### config.mk
export PLATFORM = sky130hd
export DESIGN_NAME = keypad_scan
export DESIGN_NICKNAME = d
export VERILOG_FILES = /design/src/rtl/keypad_pkg.sv /design/src/rtl/sync_2ff.sv /design/src/rtl/keypad_scan.sv
export SDC_FILE = /design/constraint.sdc
export NUM_CORES = 1
export LEC_CHECK = 0
export ABC_CLOCK_PERIOD_IN_PS = 11300
export BUFFER_PORTS_ARGS = -buffer_cell sky130_fd_sc_hd__buf_2
export CELL_PAD_IN_SITES_DETAIL_PLACEMENT = 2
export CELL_PAD_IN_SITES_GLOBAL_PLACEMENT = 2
export CORE_ASPECT_RATIO = 0.5
export CORE_MARGIN = 2
export CORE_UTILIZATION = 43
export CTS_CLUSTER_DIAMETER = 150
export CTS_CLUSTER_SIZE = 14
export DETAILED_ROUTE_END_ITERATION = 7
export PLACE_DENSITY_LB_ADDON = 0.1
export SLEW_MARGIN = 20
export SYNTH_ARGS = -nofsm -noshare
export SYNTH_HDL_FRONTEND = slang
export SYNTH_SLANG_ARGS = --single-unit
### constraint.sdc
create_clock -name clk -period 11.3 [get_ports clk]
set_input_delay 2.26 -clock clk [delete_from_list [all_inputs] [get_ports clk]]
set_output_delay 2.26 -clock clk [all_outputs]
set_load 0.05 [all_outputs]
### src/rtl/keypad_pkg.sv
// Shared types and helpers for the keypad input path: key map, FSM states, scan result codes.
package keypad_pkg;

  typedef enum logic [1:0] {
    ST_IDLE      = 2'd0,
    ST_ARMING    = 2'd1,
    ST_PRESSED   = 2'd2,
    ST_RELEASING = 2'd3
  } kp_state_t;

  typedef enum logic [1:0] {
    RES_NONE   = 2'd0,
    RES_SINGLE = 2'd1,
    RES_MULTI  = 2'd2
  } scan_res_t;

  function automatic logic [3:0] key_code(input logic [1:0] row, input logic [1:0] col);
    logic [3:0] code;
    case ({row, col})
      4'h0: code = 4'h1;
      4'h1: code = 4'h2;
      4'h2: code = 4'h3;
      4'h3: code = 4'hA;
      4'h4: code = 4'h4;
      4'h5: code = 4'h5;
      4'h6: code = 4'h6;
      4'h7: code = 4'hB;
      4'h8: code = 4'h7;
      4'h9: code = 4'h8;
      4'hA: code = 4'h9;
      4'hB: code = 4'hC;
      4'hC: code = 4'h0;
      4'hD: code = 4'hF;
      4'hE: code = 4'hE;
      4'hF: code = 4'hD;
      default: code = 4'h0;
    endcase
    return code;
  endfunction

  // Active-bit count saturated at 2, which already means "more than one key".
  function automatic logic [1:0] bit_count_sat(input logic [3:0] bits);
    logic [2:0] sum;
    sum = {2'b00, bits[0]} + {2'b00, bits[1]} + {2'b00, bits[2]} + {2'b00, bits[3]};
    return (sum >= 3'd2) ? 2'd2 : sum[1:0];
  endfunction

endpackage

### src/rtl/sync_2ff.sv
// Two-flop synchronizer for a bus of independent asynchronous level signals.
module sync_2ff #(
  parameter int               WIDTH   = 4,
  parameter logic [WIDTH-1:0] RST_VAL = {WIDTH{1'b0}}
) (
  input  logic             clk,
  input  logic             rst_n,
  input  logic [WIDTH-1:0] d,
  output logic [WIDTH-1:0] q
);

  logic [WIDTH-1:0] meta_r;
  logic [WIDTH-1:0] sync_r;

  // Double-register the asynchronous input into the clk domain.
  always_ff @(posedge clk or negedge rst_n) begin
    if (!rst_n) begin
      meta_r <= RST_VAL;
      sync_r <= RST_VAL;
    end else begin
      meta_r <= d;
      sync_r <= meta_r;
    end
  end

  assign q = sync_r;

endmodule

### src/rtl/keypad_scan.sv
// 4x4 matrix keypad scanner: column drive, row sampling, ghost rejection,
// press/release debounce and hex encoding of the accepted key.
module keypad_scan
  import keypad_pkg::*;
#(
  parameter int SCAN_DIV       = 50000,
  parameter int DEBOUNCE_SCANS = 4
) (
  input  logic       clk,
  input  logic       rst_n,
  input  logic [3:0] row_in,
  output logic [3:0] col_out,
  output logic [3:0] key_val,
  output logic       key_held,
  output logic       key_pulse
);

  localparam int               DIV_W      = (SCAN_DIV > 1) ? $clog2(SCAN_DIV) : 1;
  localparam logic [DIV_W-1:0] DIV_LAST   = DIV_W'(SCAN_DIV - 1);
  localparam logic [DIV_W-1:0] DIV_ONE    = DIV_W'(1);
  localparam int               CNT_W      = $clog2(DEBOUNCE_SCANS + 1) + 1;
  localparam logic [CNT_W-1:0] CNT_TARGET = CNT_W'(DEBOUNCE_SCANS);
  localparam logic [CNT_W-1:0] CNT_ONE    = CNT_W'(1);

  logic [3:0]       row_sync_s;
  logic [DIV_W-1:0] div_r;
  logic [1:0]       col_r;
  logic [3:0]       col_out_r;
  logic [1:0]       acc_cnt_r;
  logic [3:0]       acc_code_r;

  logic             sample_s;
  logic             eval_s;
  logic [3:0]       col_active_s;
  logic [1:0]       col_cnt_s;
  logic [1:0]       row_idx_s;
  logic [1:0]       base_cnt_s;
  logic [3:0]       base_code_s;
  logic [2:0]       sum_cnt_s;
  logic [1:0]       total_cnt_s;
  logic [3:0]       total_code_s;
  scan_res_t        res_s;

  kp_state_t        state_r;
  logic [CNT_W-1:0] cnt_r;
  logic [3:0]       cand_r;
  logic [3:0]       key_val_r;
  logic             key_held_r;
  logic             key_pulse_r;

  // Rows idle high, so the synchronizer resets to "no row active".
  sync_2ff #(.WIDTH(4), .RST_VAL(4'hF)) u_row_sync (
    .clk   (clk),
    .rst_n (rst_n),
    .d     (row_in),
    .q     (row_sync_s)
  );

  // Fold the current column's rows into the running scan result.
  always_comb begin
    sample_s     = (div_r == DIV_LAST);
    eval_s       = sample_s && (col_r == 2'd3);
    col_active_s = ~row_sync_s;
    col_cnt_s    = bit_count_sat(col_active_s);
    case (col_active_s)
      4'b0010: row_idx_s = 2'd1;
      4'b0100: row_idx_s = 2'd2;
      4'b1000: row_idx_s = 2'd3;
      default: row_idx_s = 2'd0;
    endcase
    if (col_r == 2'd0) begin
      base_cnt_s  = 2'd0;
      base_code_s = 4'h0;
    end else begin
      base_cnt_s  = acc_cnt_r;
      base_code_s = acc_code_r;
    end
    sum_cnt_s = {1'b0, base_cnt_s} + {1'b0, col_cnt_s};
    if (sum_cnt_s >= 3'd2) begin
      total_cnt_s = 2'd2;
    end else begin
      total_cnt_s = sum_cnt_s[1:0];
    end
    if (col_cnt_s == 2'd1) begin
      total_code_s = key_code(row_idx_s, col_r);
    end else begin
      total_code_s = base_code_s;
    end
    case (total_cnt_s)
      2'd0:    res_s = RES_NONE;
      2'd1:    res_s = RES_SINGLE;
      default: res_s = RES_MULTI;
    endcase
  end

  // Column divider, column drive and per-scan accumulator.
  always_ff @(posedge clk or negedge rst_n) begin
    if (!rst_n) begin
      div_r      <= {DIV_W{1'b0}};
      col_r      <= 2'd0;
      col_out_r  <= 4'b1110;
      acc_cnt_r  <= 2'd0;
      acc_code_r <= 4'h0;
    end else if (sample_s) begin
      div_r      <= {DIV_W{1'b0}};
      col_r      <= col_r + 2'd1;
      col_out_r  <= ~(4'b0001 << (col_r + 2'd1));
      acc_cnt_r  <= total_cnt_s;
      acc_code_r <= total_code_s;
    end else begin
      div_r <= div_r + DIV_ONE;
    end
  end

  // Debounce FSM, stepped once per completed scan.
  always_ff @(posedge clk or negedge rst_n) begin
    if (!rst_n) begin
      state_r     <= ST_IDLE;
      cnt_r       <= {CNT_W{1'b0}};
      cand_r      <= 4'h0;
      key_val_r   <= 4'h0;
      key_held_r  <= 1'b0;
      key_pulse_r <= 1'b0;
    end else begin
      key_pulse_r <= 1'b0;
      if (eval_s) begin
        case (state_r)
          ST_IDLE: begin
            if (res_s == RES_SINGLE) begin
              if (DEBOUNCE_SCANS == 1) begin
                state_r     <= ST_PRESSED;
                cnt_r       <= {CNT_W{1'b0}};
                key_val_r   <= total_code_s;
                key_held_r  <= 1'b1;
                key_pulse_r <= 1'b1;
              end else begin
                state_r <= ST_ARMING;
                cand_r  <= total_code_s;
                cnt_r   <= CNT_ONE;
              end
            end
          end
          ST_ARMING: begin
            if (res_s == RES_SINGLE && total_code_s == cand_r) begin
              if (cnt_r + CNT_ONE >= CNT_TARGET) begin
                state_r     <= ST_PRESSED;
                cnt_r       <= {CNT_W{1'b0}};
                key_val_r   <= cand_r;
                key_held_r  <= 1'b1;
                key_pulse_r <= 1'b1;
              end else begin
                cnt_r <= cnt_r + CNT_ONE;
              end
            end else if (res_s == RES_SINGLE) begin
              cand_r <= total_code_s;
              cnt_r  <= CNT_ONE;
            end else begin
              state_r <= ST_IDLE;
              cnt_r   <= {CNT_W{1'b0}};
            end
          end
          ST_PRESSED: begin
            if (!(res_s == RES_SINGLE && total_code_s == key_val_r)) begin
              if (DEBOUNCE_SCANS == 1) begin
                state_r    <= ST_IDLE;
                cnt_r      <= {CNT_W{1'b0}};
                key_held_r <= 1'b0;
              end else begin
                state_r <= ST_RELEASING;
                cnt_r   <= CNT_ONE;
              end
            end
          end
          ST_RELEASING: begin
            if (res_s == RES_SINGLE && total_code_s == key_val_r) begin
              state_r <= ST_PRESSED;
              cnt_r   <= {CNT_W{1'b0}};
            end else if (cnt_r + CNT_ONE >= CNT_TARGET) begin
              state_r    <= ST_IDLE;
              cnt_r      <= {CNT_W{1'b0}};
              key_held_r <= 1'b0;
            end else begin
              cnt_r <= cnt_r + CNT_ONE;
            end
          end
          default: begin
            state_r    <= ST_IDLE;
            cnt_r      <= {CNT_W{1'b0}};
            key_held_r <= 1'b0;
          end
        endcase
      end
    end
  end

  assign col_out   = col_out_r;
  assign key_val   = key_val_r;
  assign key_held  = key_held_r;
  assign key_pulse = key_pulse_r;

endmodule
# After elaboration in Yosys (flattened, before gate mapping)
# Memories as Yosys holds them, arrays and structs flattened.
# Index checks and enable logic that the tools add are counted.
totals:
  ff_bits: 52
  latch_bits: 0
  ramBits: 0
  rom_bits: 64
  wordCells: 98
  mem_count: 1
mem_list:
  columns: ["memory", "depth", "word_bits", "rd", "rd_ports_with_merged_regs", "wr", "line", "text"]
  rows:
  - ["(no name shown)", 16, 4, 1, 0, 0, "keypad_pkg.sv:19", "case ({row, col})"]
classes:
  n_addsub: 7
  mul: 0
  div: 0
  magnitude_cmp: 3
  eq_ne: 23
  n_shift: 1
  mux: 35
  n_bitwise: 2
  reduce_logical: 13
ops:
  columns: ["op", "n"]
  rows:
  - ["4-bit two-way mux", 9]
  - ["2-bit two-way mux", 10]
  - ["16-bit by 1-bit adder with 16-bit output, second input constant", 1]
  - ["16-bit equality test, second input constant", 1]
  - ["16-bit two-way mux", 1]
  - ["4-bit one-hot mux with 4 select lines", 1]
  - ["2-bit inequality test, second input constant", 7]
  - ["6-bit AND reduction", 2]
  - ["1-bit two-way mux", 9]
  - ["3-bit inequality test, second input constant", 3]
  - ["2-bit by 1-bit equality test with 1-bit output, second input constant", 4]
  - ["4-bit equality test", 2]
  - ["4-bit NOT", 2]
  - ["2-bit one-hot mux with 4 select lines", 1]
  - ["4-bit one-hot mux with 2 select lines", 1]
  - ["2-bit equality test, second input constant", 3]
  - ["3-bit by 2-bit greater-or-equal comparator with 1-bit output, second input constant", 2]
  - ["2-bit logical NOT", 3]
  - ["2-bit one-hot mux with 3 select lines", 1]
  - ["3-bit AND reduction", 2]
  - ["4-bit by 1-bit adder with 4-bit output, second input constant", 1]
  - ["4-bit by 2-bit equality test with 1-bit output, second input constant", 1]
  - ["4-bit by 3-bit equality test with 1-bit output, second input constant", 1]
  - ["4-bit equality test, second input constant", 1]
  - ["other kinds (12)", 15]

# Depth between registers and ports, before layout
# Gate-level depths: netlist of run 1.
depth:
  word_depth: 16
  mapped_depth: 13

# Hierarchy
# Synthesis of run 1 repeated with hierarchy kept, for this count alone.
unflattened:
  hier_cells: 299
  area_unflattened_um2: 3074.2
by_module_without_submodules:
  columns: ["module", "instances", "cells_per_inst", "area_per_inst_um2"]
  rows:
  - ["keypad_scan", 1, 291, 2864.0]
  - ["sync_2ff", 1, 8, 210.2]

# Worst setup path after synthesis of run 1
# OpenSTA, ideal clock, no wires.
synth_path:
  kind: "register -> register"
  start: "register u_row_sync.sync_r[0], in the netlist u_row_sync.q[0]"
  end: "register cand_r[0]"
  arrival_time_ps: 3452
  required_ps: 11175
  setup_slack_ps: 7723
  stages_incl_launch_ff: 14
  n_path_buf: 0
  synth_period_minus_slack_ps: 3577
  path_cell_list: "dfstp_2 fa_1 inv_1 ha_1 nand3b_4 inv_1 ha_1 inv_1 fa_1 nand3_1 or2_2 nor2_1 a21boi_1 mux2_2"
synth_via:
  elab_chain_cells: 15
synth_lines:
  columns: ["item", "line", "text"]
  rows:
  - ["start: declaration", "sync_2ff.sv:13", "logic [WIDTH-1:0] sync_r;"]
  - ["start signal: assignment", "sync_2ff.sv:22", "sync_r <= meta_r;"]
  - ["4-bit NOT (*)", "keypad_scan.sv:63", "col_active_s = ~row_sync_s;"]
  - ["1-bit by 1-bit adder with 2-bit output", "keypad_pkg.sv:44", "sum = {2'b00, bits[0]} + {2'b00, bits[1]} + {2'b00, bits[2]} + {2'b00, bits[3]};"]
  - ["2-bit by 1-bit adder with 3-bit output", "keypad_pkg.sv:44", null]
  - ["3-bit by 1-bit adder with 3-bit output", "keypad_pkg.sv:44", null]
  - ["3-bit by 2-bit greater-or-equal comparator with 1-bit output", "keypad_pkg.sv:45", "return (sum >= 3'd2) ? 2'd2 : sum[1:0];"]
  - ["2-bit two-way mux", "keypad_pkg.sv:45", null]
  - ["2-bit by 2-bit adder with 3-bit output", "keypad_scan.sv:78", "sum_cnt_s = {1'b0, base_cnt_s} + {1'b0, col_cnt_s};"]
  - ["3-bit by 2-bit greater-or-equal comparator with 1-bit output", "keypad_scan.sv:79", "if (sum_cnt_s >= 3'd2) begin"]
  - ["2-bit two-way mux", "keypad_scan.sv:79", null]
  - ["2-bit by 1-bit equality test with 1-bit output / 2-bit logical NOT (equally long branches)", "keypad_scan.sv:89", "case (total_cnt_s)"]
  - ["2-bit one-hot mux with 2 select lines", "keypad_scan.sv:89", null]
  - ["2-bit by 1-bit equality test with 1-bit output", "keypad_scan.sv:129, keypad_scan.sv:144, keypad_scan.sv:154", null]
  - ["4-bit two-way mux / 1-bit logical AND (equally long branches)", "keypad_scan.sv:154, keypad_scan.sv:144", null]
  - ["4-bit two-way mux / 2-bit inequality test (equally long branches)", null, null]
  - ["4-bit one-hot mux with 2 select lines / 3-bit AND reduction (equally long branches)", null, null]
  - ["end signal: assignment", "keypad_scan.sv:138", "cand_r <= total_code_s;"]
  - ["end signal: assignment", "keypad_scan.sv:155", "cand_r <= total_code_s;"]
  - ["end: declaration", "keypad_scan.sv:46", "logic [3:0] cand_r;"]
# Mark *: on every way between the ends. The rest lies on a longest branch, timed or not. The select of a mux whose other input is x is not followed.
# A chain may end at the register's enable or synchronous reset.

# Worst setup path in the final report of run 1
layout_path:
  start: "register u_row_sync.sync_r[3], in the netlist u_row_sync.q[3]"
  end: "register cand_r[0]"
layout_via:
  elab_chain_cells: 13
layout_lines:
  columns: ["item", "line"]
  rows:
  - ["4-bit NOT (*)", "keypad_scan.sv:63"]
  - ["3-bit by 1-bit adder with 3-bit output", "keypad_pkg.sv:44"]
  - ["3-bit by 2-bit greater-or-equal comparator with 1-bit output", "keypad_pkg.sv:45"]
  - ["2-bit two-way mux", "keypad_pkg.sv:45"]
  - ["2-bit by 2-bit adder with 3-bit output", "keypad_scan.sv:78"]
  - ["3-bit by 2-bit greater-or-equal comparator with 1-bit output", "keypad_scan.sv:79"]
  - ["2-bit two-way mux", "keypad_scan.sv:79"]
  - ["2-bit by 1-bit equality test with 1-bit output / 2-bit logical NOT (equally long branches)", "keypad_scan.sv:89"]
  - ["2-bit one-hot mux with 2 select lines", "keypad_scan.sv:89"]
  - ["2-bit by 1-bit equality test with 1-bit output", "keypad_scan.sv:129, keypad_scan.sv:144, keypad_scan.sv:154"]
  - ["4-bit two-way mux / 1-bit logical AND (equally long branches)", "keypad_scan.sv:154, keypad_scan.sv:144"]
  - ["4-bit two-way mux / 2-bit inequality test (equally long branches)", null]
  - ["4-bit one-hot mux with 2 select lines / 3-bit AND reduction (equally long branches)", null]
# Marked as above.

==> results by stage, run 1 <==
Synthesis:
- The number of warnings printed during yosys synthesis is 0.
- The area share of the largest cell type after synthesis is 0.354.
- The sequential area share after synthesis is 0.453.
- After synthesis, the cell types taking the most area are sky130_fd_sc_hd__dfrtp_1, sky130_fd_sc_hd__dfstp_2, sky130_fd_sc_hd__ha_1, sky130_fd_sc_hd__nand2_1, sky130_fd_sc_hd__xor2_1.
- The number of different library cells used by synthesis comes to 60.
- After synthesis, the share of flip-flops with an asynchronous set or reset is 1.00.
- After synthesis the cells add up to 2900 µm².
- The cell type with the highest aggregate area in the netlist is sky130_fd_sc_hd__dfrtp_1.
- The synthesized design contains 52 register bits.
- The post-synthesis area per instance is 10.2 µm².
- The number of enable flip-flop cells after synthesis is 0.
- The synthesized net count is 304.
- The synthesized instance count is 284.
- The most used flip-flop cell after synthesis is sky130_fd_sc_hd__dfrtp_1.

CTS:
- Clock-pin slew was measured on the worst setup and hold paths at 0.07 ns.
- Counting the buffers created by CTS gives 5.
- The clock tree from TritonCTS is yes.
- Post-CTS repair changed the size of 0 cells.
- The post-cts hold buffer count is 0.
- The root cell of the clock tree is sky130_fd_sc_hd__clkbuf_16.
- The number of setup buffers added after CTS is 0.
- The largest buffer count on any clock path is 2.
- In this run the number of H-tree levels came out at 2.
- For this design, the sink count on the clock tree is 52.
- The source-to-sink clock delay at the later pin of the worst-skew pair is 0.30 ns.

Worst setup path:
- The signal arrival time at the worst endpoint is 4.40 ns.
- On the worst path, the slowest cell contributes a delay of 0.64 ns.
- The cell that appears most often on the critical path is sky130_fd_sc_hd__inv_1.
- The data required time at the worst endpoint is 11.48 ns.
- The critical path goes through fa_1 -> inv_1 -> ha_1 -> nand3b_4 -> inv_1 -> ha_1 -> inv_1 -> fa_1 -> nand3_1 -> or2_2 -> nor2_1 -> a21boi_1 -> mux2_2.
- The largest individual stage delay along the critical path comes from the cell sky130_fd_sc_hd__dfstp_2.
- STA classifies the critical path startpoint as a flip-flop.
- In this run the worst path has a maximum fanout of 16.
- The critical path capture point type is a flip-flop.
- The setup slack of the worst register-to-register path is 7.08 ns.
- The start-to-end type of the worst setup path is reg2reg.
- The worst register-to-register path begins at u_row_sync.q[3].
- For the worst flop-to-flop path, the logic depth is 13.
- In this run the critical register-to-register path is captured at cand_r[0].

Timing:
- Static timing analysis puts the maximum clock frequency at 0.237 GHz.
- The sum of negative setup slack is 0 ns.
- The number of slew-limit violations in the final report was 0.
- The setup skew after layout is 0.00189 ns.
- Measured against its own limit, the worst slew margin works out to 0.561.
- The final critical delay including setup and external delays is 4.22 ns.
- The final setup violation count is 0.
- In the finished design, the share of the clock period the worst path needs comes to 0.373.
- The count of endpoints failing hold in the final timing report was 0.
- Setup repair after global routing left no endpoint under its margin.
- For the pin with the worst max-slew slack, the measured transition is 0.659 ns.

Floorplan:
- The number of placement rows is 21.
- 16 I/O pins were placed.
- The die is 62.1 µm tall.
- The total die area is 7460 µm².
- The starting utilization of the core area is 0.440.
- The width of the chip is 120 µm.
- The core area is 6600 µm².

Layout:
- The net count of the finished layout is 318.
- In the layout the commonest cells are sky130_fd_sc_hd__dfrtp_1, sky130_fd_sc_hd__nand2_1, sky130_fd_sc_hd__nor2_1.
- The share of post-route cells with drive strength above 1 is 0.174.
- The diode insertion count for antenna repair is 0.
- From synthesis to final layout, the design area changed by 10.4%.
- The most frequent standard cell in the layout excluding fill and tap cells is sky130_fd_sc_hd__dfrtp_1.

Global route:
- The global-route wire length before repair is 12500 µm.
- For met1 alone, demand over resource in global routing was 0.282.
- The met2 layer usage reported by global route is 0.412.
- Entering global routing, the biggest net connects 53 pins.
- The global-route congestion overflow total is 0.
- The met3 routing resource usage after global routing is 0.0502.
- After global routing, the most crowded layer is met2.
- The global-route total usage across every layer is 0.225.
- The initial antenna violation count is 0.
- The number of global-route vias before repair came to 2351.

Worst hold path:
- The startpoint identified for the worst hold timing path is u_row_sync.meta_r[3].
- In this run the worst hold path is classified as reg2reg.
- The path with the worst hold slack has its endpoint at u_row_sync.q[3].
- The number of stages on the worst hold path is 0.

Power and ir drop:
- The power after layout is 0.000375 W.
- The maximum vdd ir drop is 0.0596 mV.
- For this design the static power due to leakage is 1.48 nW.
- Power spread over the standard cell area amounts to 117 nW/µm².

Route:
- Dividing the detail-routed via count by the number of cells gives 5.55.
- The total detailed-routing wirelength is 7540 µm.
- In the final routed layout, each cell accounts on average for 19.3 µm.
- Once detail routing completed, the nets flagged for antenna violations numbered 0.
- After the first detailed-routing iteration, the DRC count stood at 107.
- The first detailed-routing pass took 4 iterations.
- Summing over every cut layer, the via total after detailed routing is 2169.
- The detailed-route DRC error count is 0.

Placement:
- The sum of net half-perimeters after detailed placement is 5370 µm.
- The weighted congestion at the end of routability-driven global placement is 0.813.
- Buffers placed on the I/O ports in this run total 15.

Status:
- The flow ran to the end, and the final reports show no timing, DRC or antenna violations.

Flow run:
- Max-cap violations in this run came to 0.
## report_power, final
part	total [W]	switching (W)	internal, W
sequential	0.000191	0.00000186	0.000189
combinational	0.0000257	0.0000171	0.00000861
clock	0.000159	0.0000701	0.0000887
total	0.000375	0.0000890	0.000286
## worst max-delay path by stage
stage	cells past startpoint	end	startpoint
3_3_place_gp	13	cand_r[0]	u_row_sync.q[3]
6_report	13	cand_r[0]	u_row_sync.q[3]
3_5_place_dp	13	cand_r[0]	u_row_sync.q[3]
4_1_cts	13	cand_r[0]	u_row_sync.q[3]
5_1_grt	13	cand_r[3]	u_row_sync.q[3]
2_1_floorplan	13	cand_r[0]	u_row_sync.q[0]
## Yosys cell counts, types with 2 or more instances
cell / instances
sky130_fd_sc_hd__nor2b_1: 4
sky130_fd_sc_hd__mux2_2: 5
sky130_fd_sc_hd__ha_1: 12
sky130_fd_sc_hd__nand2_1: 40
sky130_fd_sc_hd__or3_1: 2
sky130_fd_sc_hd__clkbuf_1: 3
sky130_fd_sc_hd__nand3_1: 14
sky130_fd_sc_hd__a21oi_1: 5
sky130_fd_sc_hd__o211ai_1: 3
sky130_fd_sc_hd__and2_1: 3
sky130_fd_sc_hd__and3_1: 5
sky130_fd_sc_hd__dfrtp_1: 41
sky130_fd_sc_hd__o21ai_0: 13
sky130_fd_sc_hd__nor4bb_1: 2
sky130_fd_sc_hd__xor2_1: 13
sky130_fd_sc_hd__a211o_1: 3
sky130_fd_sc_hd__or2_2: 2
sky130_fd_sc_hd__buf_6: 2
sky130_fd_sc_hd__nor2_1: 21
sky130_fd_sc_hd__inv_1: 12
sky130_fd_sc_hd__xnor2_1: 10
sky130_fd_sc_hd__o32a_1: 2
sky130_fd_sc_hd__mux2_4: 4
sky130_fd_sc_hd__buf_2: 4
sky130_fd_sc_hd__nand4bb_1: 2
sky130_fd_sc_hd__nand4b_1: 2
sky130_fd_sc_hd__nand2b_1: 2
sky130_fd_sc_hd__fa_1: 2
sky130_fd_sc_hd__dfstp_2: 11
sky130_fd_sc_hd__nor3_1: 5
sky130_fd_sc_hd__nand4_1: 3
sky130_fd_sc_hd__a31oi_1: 4
## per-stage QoR
step | utilization | std cells | setup slack (ns) | area, µm² | hold slack, ns
6_report | 0.485 | 391 | 7.08 | 3200 | 0.356
5_1_grt | 0.485 | 391 | 6.79 | 3200 | 0.360
4_1_cts | 0.485 | 391 | 7.06 | 3200 | 0.358
3_5_place_dp | 0.462 | 383 | 7.13 | 3050 | 0.348
3_3_place_gp | 0.462 | 383 | 7.35 | 3050 | 0.347
2_1_floorplan | - | 284 | 7.72 | 2900 | 0.345
## critical path: cells and delay by family (launching register included)
family,cells,cell delay [ns]
adders and majority gates,4,1.31
and+or+nand+nor,4,0.97
DFF,1,0.64
AOI/OAI and AO/OA,1,0.39
buffers and inverters,3,0.41
muxes,1,0.38
## per-layer routing
metal	share of wire	up-vias	wire [µm]
met1	0.46	1124	3490
met5	0	-	0
li1	-	1020	-
met4	0.0094	0	71
met3	0.022	7	164
met2	0.51	18	3820
## cell families after synthesis
logic type | after synthesis | synth area share
flops | 52 | 0.453
simple gates | 114 | 0.202
xor+xnor | 24 | 0.0772
compound gates | 47 | 0.120
fa+ha+maj | 14 | 0.0656
mux | 10 | 0.0436
buf+inv | 23 | 0.0380
## layout make-up
class,count,area (µm²)
fillers,710,3390
multi-input cells,209,1480
flip-flops and latches,52,1320
clock buffers,6,139
well taps,92,115
repair buffers,18,97.6
inverters,12,45.0
clock inverters,2,13.8
## registers in the layout, summed over array words and instances (netlist names)
signal and count:
state_r 2, key_held 1, cnt_r 4, u_row_sync.q 4
key_val 4, div_r 16, cand_r 4, u_row_sync.meta_r 4
acc_cnt_r 2, key_pulse 1, acc_code_r 4, col_r 2
col_out 4
No activity file was read; power rests on OpenSTA's default activity.
==> run 2: changes to the inputs <==
Settings changed: ABC_AREA set to 1, ABC_CLOCK_PERIOD_IN_PS 11300 to 3950, CORE_UTILIZATION 43 to 37.
Clock period 11.3 ns to 3.95 ns, I/O delays scaled along.
==> run 2 against run 1 <==
Effect of this change:
- routed wire length up 6.8%
- power grew to 3.0 times the previous value
- setup slack lost 6.7 ns
- clock power rose to 3.1 times the previous value
- non-clock buffer count decreased by 2
- final cell count grew 27%
- critical path type unchanged
- highest routed layer unchanged
==> results by stage, run 2 <==
Status:
- The flow ran to the end, and the final reports show no timing, DRC or antenna violations.

Route:
- The total detailed-routing wirelength was 8060 µm (+6.8%).
- The initial detailed-routing violation count is 78 (-27%).
- The antenna violation net count after detailed routing is 0 (unchanged).
- The first-pass detailed-route iteration total was 4 (unchanged).
- The detailed-route DRC error count is 0 (unchanged).
- The final routed wire length divided by cell count is 16.2 µm (-16%).
- The vias after detailed routing came to 2493 (+15%).
- The via density per instance came to 5.01 (-9.8%).

CTS:
- The post-CTS setup-driven buffer insertion count is 0 (unchanged).
- The post-CTS resize count is 0 (unchanged).
- The largest buffer count on any clock path is 2 (unchanged).
- The clock tree from TritonCTS is yes.
- The number of sinks on the clock net came to 52 (unchanged).
- The H-tree level count is 2 (unchanged).
- The clock-pin transition on the worst setup and hold timing paths is 0.07 ns (about the same).
- The post-cts hold buffer count is 0 (unchanged).
- The number of buffers added by the clock tree synthesis step came to 5 (unchanged).
- The source-to-sink clock delay at the later pin of the worst-skew pair is 0.30 ns (about the same).
- The root cell of the clock tree is sky130_fd_sc_hd__clkbuf_16.

Timing:
- Setup repair after global routing left no endpoint under its margin.
- The peak clock frequency supported by timing came to 0.284 GHz (+20%).
- The count of endpoints failing hold in the final timing report is 0 (unchanged).
- The worst-case headroom to the max-slew limit is 0.406 (-0.154).
- The setup skew after layout is 0.0130 ns (+0.0111 ns).
- The pin slew with the least headroom to its limit is 0.888 ns (+0.229 ns).
- The final critical delay including setup and external delays is 3.52 ns (-0.693 ns).
- The sum of negative setup slack is 0 ns (unchanged).
- The ratio of final minimum period to clock period came to 0.892 (+0.519).
- The number of slew-limit violations in the final report is 0 (unchanged).
- The final setup violation count is 0 (unchanged).

Floorplan:
- The starting utilization of the core area came to 0.378 (-0.0617).
- The number of placement rows is 23 (+9.5%).
- The die span in y is 67.6 µm (+8.9%).
- The total die area came to 8860 µm² (+19%).
- The width of the chip was 131 µm (+9.2%).
- The I/O pin count is 16 (unchanged).
- The core area is 7910 µm² (+20%).

Worst setup path:
- STA classifies the critical path startpoint as a flip-flop.
- The signal arrival time at the worst endpoint was 3.71 ns (-0.69 ns).
- The data required time at the worst endpoint is 4.14 ns (-7.34 ns).
- The launching element of the worst setup path is u_row_sync.q[0].
- The startpoint of the lowest-slack register-to-register path is u_row_sync.q[0].
- The peak fanout along the critical path came to 6 (-10).
- The setup slack of the worst register-to-register path is 0.43 ns (-6.66 ns).
- The worst register-to-register path ends at state_r[1].
- The critical path capture point type is a flip-flop.
- The start-to-end type of the worst setup path is reg2reg.
- The worst reg-to-reg path cell count is 20 (+7).

Placement:
- The number of input and output port buffers inserted is 15 (unchanged).
- The cell count after placement is 490 (+28%).
- The sum of net half-perimeters after detailed placement is 6130 µm (+14%).
- The weighted congestion at the end of routability-driven global placement was 0.784 (-3.6%).

Synthesis:
- The register bit total from synthesis is 52 (unchanged).
- The cell type with the highest aggregate area in the netlist is sky130_fd_sc_hd__dfrtp_1.
- For this run, the leading register cell type out of synthesis is sky130_fd_sc_hd__dfrtp_1.
- The synthesized net count is 385 (+27%).
- The number of warnings printed during yosys synthesis is 0 (unchanged).
- Yosys attributes the largest share of cell area to sky130_fd_sc_hd__dfrtp_1, sky130_fd_sc_hd__dfstp_2, sky130_fd_sc_hd__nand2_1, sky130_fd_sc_hd__inv_1, sky130_fd_sc_hd__ha_1.
- The number of enable flip-flop cells after synthesis is 0 (unchanged).
- The cell with the most instances after synthesis is sky130_fd_sc_hd__nand2_1.
- The synthesized instance count is 365 (+29%).
- The number of distinct library cell variants in the gate-level netlist after synthesis came to 35 (-42%).
- The post-synthesis area per instance is 8.20 µm² (-20%).
- The sequential area share after synthesis is 0.440 (-0.0138).
- The share of async-settable or async-resettable flops after synthesis was 1.00 (unchanged).
- After synthesis, the most frequently instantiated cells are sky130_fd_sc_hd__nand2_1, sky130_fd_sc_hd__inv_1, sky130_fd_sc_hd__dfrtp_1.
- The synthesized cell area is 2990 µm² (+3.1%).
- The area share of the largest cell type after synthesis is 0.343 (-0.0108).

Worst hold path:
- The source of the worst hold timing path is u_row_sync.meta_r[2].
- The number of stages on the worst hold path is 0 (unchanged).
- The class of the most critical hold timing path is reg2reg.
- The endpoint of the worst hold path is u_row_sync.q[2].

Layout:
- The number of standard cells in the final layout excluding fillers was 498 (+27%).
- The total of fill cells in the finished design is 905 (+27%).
- The top cell types in the final layout, fill and taps aside, are sky130_fd_sc_hd__nand2_1, sky130_fd_sc_hd__inv_1, sky130_fd_sc_hd__dfrtp_1.
- The share of post-route cells with drive strength above 1 is 0.189 (+0.0152).
- The flip-flop count of the largest register, all copies and words added was 16 (unchanged).
- The register containing the most flip-flops in the final layout is div_r.
- From synthesis to final layout, the design area changed by 12.5%.
- The diode insertion count for antenna repair is 0 (unchanged).
- The library cell used most frequently in the layout, excluding fill and tap cells, is sky130_fd_sc_hd__nand2_1.
- The number of nets in the finished design is 405 (+27%).

Global route:
- The global-route total usage across every layer is 0.199 (-0.0259).
- The initial antenna violation count is 0 (unchanged).
- The largest net degree at the start of global routing is 36 (-32%).
- The global-route congestion overflow total is 0 (unchanged).
- The number of global-route vias before repair was 2753 (+17%).
- The global-route wire length before repair came to 13900 µm (+11%).

Flow run:
- The number of maximum-capacitance violations was 0 (unchanged).

Power and ir drop:
- The net switching share of the total power is 0.237 (-0.000246).
- The proportion of power drawn by flip-flops and latches is 0.479 (-0.029).
- The leakage dissipation is 1.69 nW (+14%).
- The maximum vdd ir drop is 0.171 mV (+190%).
- The ratio of total power to cell area was 337 nW/µm² (+190%).
- The total net switching power is 0.000269 W (+200%).
- The combinational share of power is 0.081 (+0.012).
- The part of the power in the clock network is 0.440 (+0.017).
- The internal power component is 0.000866 W (+200%).
## run 2: power groups by stage
| stage | sequential [W] | combinational, W | clock, W |
|---|---|---|---|
| after floorplan | 0.000553 | 0.0000626 | 0 |
| after global placement | 0.000553 | 0.0000904 | 0 |
| after detailed placement | 0.000554 | 0.0000934 | 0 |
| after CTS | 0.000544 | 0.0000943 | 0.000513 |
| after global routing | 0.000544 | 0.000105 | 0.000534 |
| final | 0.000544 | 0.0000919 | 0.000499 |
## run 2: worst max path at each step
stage / to / slack (ns) / depth (start not counted)
6_report: state_r[1] / 0.43 / 20
5_1_grt: key_val[0] / 0.1 / 18
4_1_cts: state_r[1] / 0.39 / 20
3_5_place_dp: state_r[1] / 0.40 / 20
3_3_place_gp: state_r[1] / 0.58 / 20
2_1_floorplan: state_r[1] / 0.77 / 20
## run 2: cell families (layout without fill, tap and decap cells)
| logic type | count (synthesis) | count (layout) | synth area share |
|---|---|---|---|
| AND/OR/NAND/NOR | 196 | 196 | 0.332 |
| buffers and inverters | 60 | 81 | 0.0761 |
| flip-flops | 52 | 52 | 0.440 |
| AO/OA/AOI/OAI | 38 | 38 | 0.0740 |
| adder cells (fa/ha/maj) | 14 | 14 | 0.0636 |
| XOR/XNOR | 5 | 5 | 0.0146 |
## run 2: layout make-up
class | count | area, µm² | share of cell area
Multi-Input combinational cell | 253 | 1450 | 0.430
Tap cell | 112 | 140 | 0.0416
Clock buffer | 6 | 129 | 0.0383
Sequential cell | 52 | 1320 | 0.391
Inverter | 57 | 215 | 0.0639
Timing Repair Buffer | 16 | 82.6 | 0.0245
Clock inverter | 2 | 35.0 | 0.0104
## run 2: through the flow
| stage | setup slack [ns] | cell area, µm² | hold WS [ns] | power (W) | util |
|---|---|---|---|---|---|
| global placement | 0.581 | 3200 | 0.347 | 0.000644 | 0.405 |
| floorplan | 0.771 | 2990 | 0.345 | 0.000615 | - |
| global route | 0.0991 | 3370 | 0.366 | 0.00118 | 0.425 |
| finish | 0.426 | 3370 | 0.357 | 0.00114 | 0.425 |
| detailed placement | 0.403 | 3200 | 0.350 | 0.000647 | 0.405 |
| CTS | 0.386 | 3370 | 0.359 | 0.00115 | 0.425 |
## run 2: worst max-delay path, cell delays in order, from the launching register on
cell                       delay, ns
sky130_fd_sc_hd__dfstp_2        0.39
sky130_fd_sc_hd__fa_1           0.54
sky130_fd_sc_hd__inv_1          0.04
sky130_fd_sc_hd__ha_1           0.18
sky130_fd_sc_hd__nor2_2         0.16
sky130_fd_sc_hd__nand2_2        0.12
sky130_fd_sc_hd__clkinv_2       0.13
sky130_fd_sc_hd__ha_1           0.15
sky130_fd_sc_hd__inv_1          0.05
sky130_fd_sc_hd__fa_1           0.48
sky130_fd_sc_hd__nand2_1        0.05
sky130_fd_sc_hd__inv_1          0.09
sky130_fd_sc_hd__nand2_1        0.08
sky130_fd_sc_hd__inv_1          0.14
sky130_fd_sc_hd__nand3_1        0.11
sky130_fd_sc_hd__nor2_2         0.21
sky130_fd_sc_hd__nand4_2        0.19
sky130_fd_sc_hd__nand2_2        0.15
sky130_fd_sc_hd__nor2_2         0.06
sky130_fd_sc_hd__nand3_1        0.06
sky130_fd_sc_hd__nand2_1        0.05
## run 2: layer usage
metal | up-vias | part of all wire | wire length [µm] | global-route usage
li1 | 1213 | - | - | -
met1 | 1260 | 0.49 | 3990 | 0.255
met2 | 15 | 0.47 | 3820 | 0.355
met3 | 5 | 0.025 | 200 | 0.0405
met4 | 0 | 0.0067 | 54 | 0.0448
met5 | - | 0 | 0 | 0
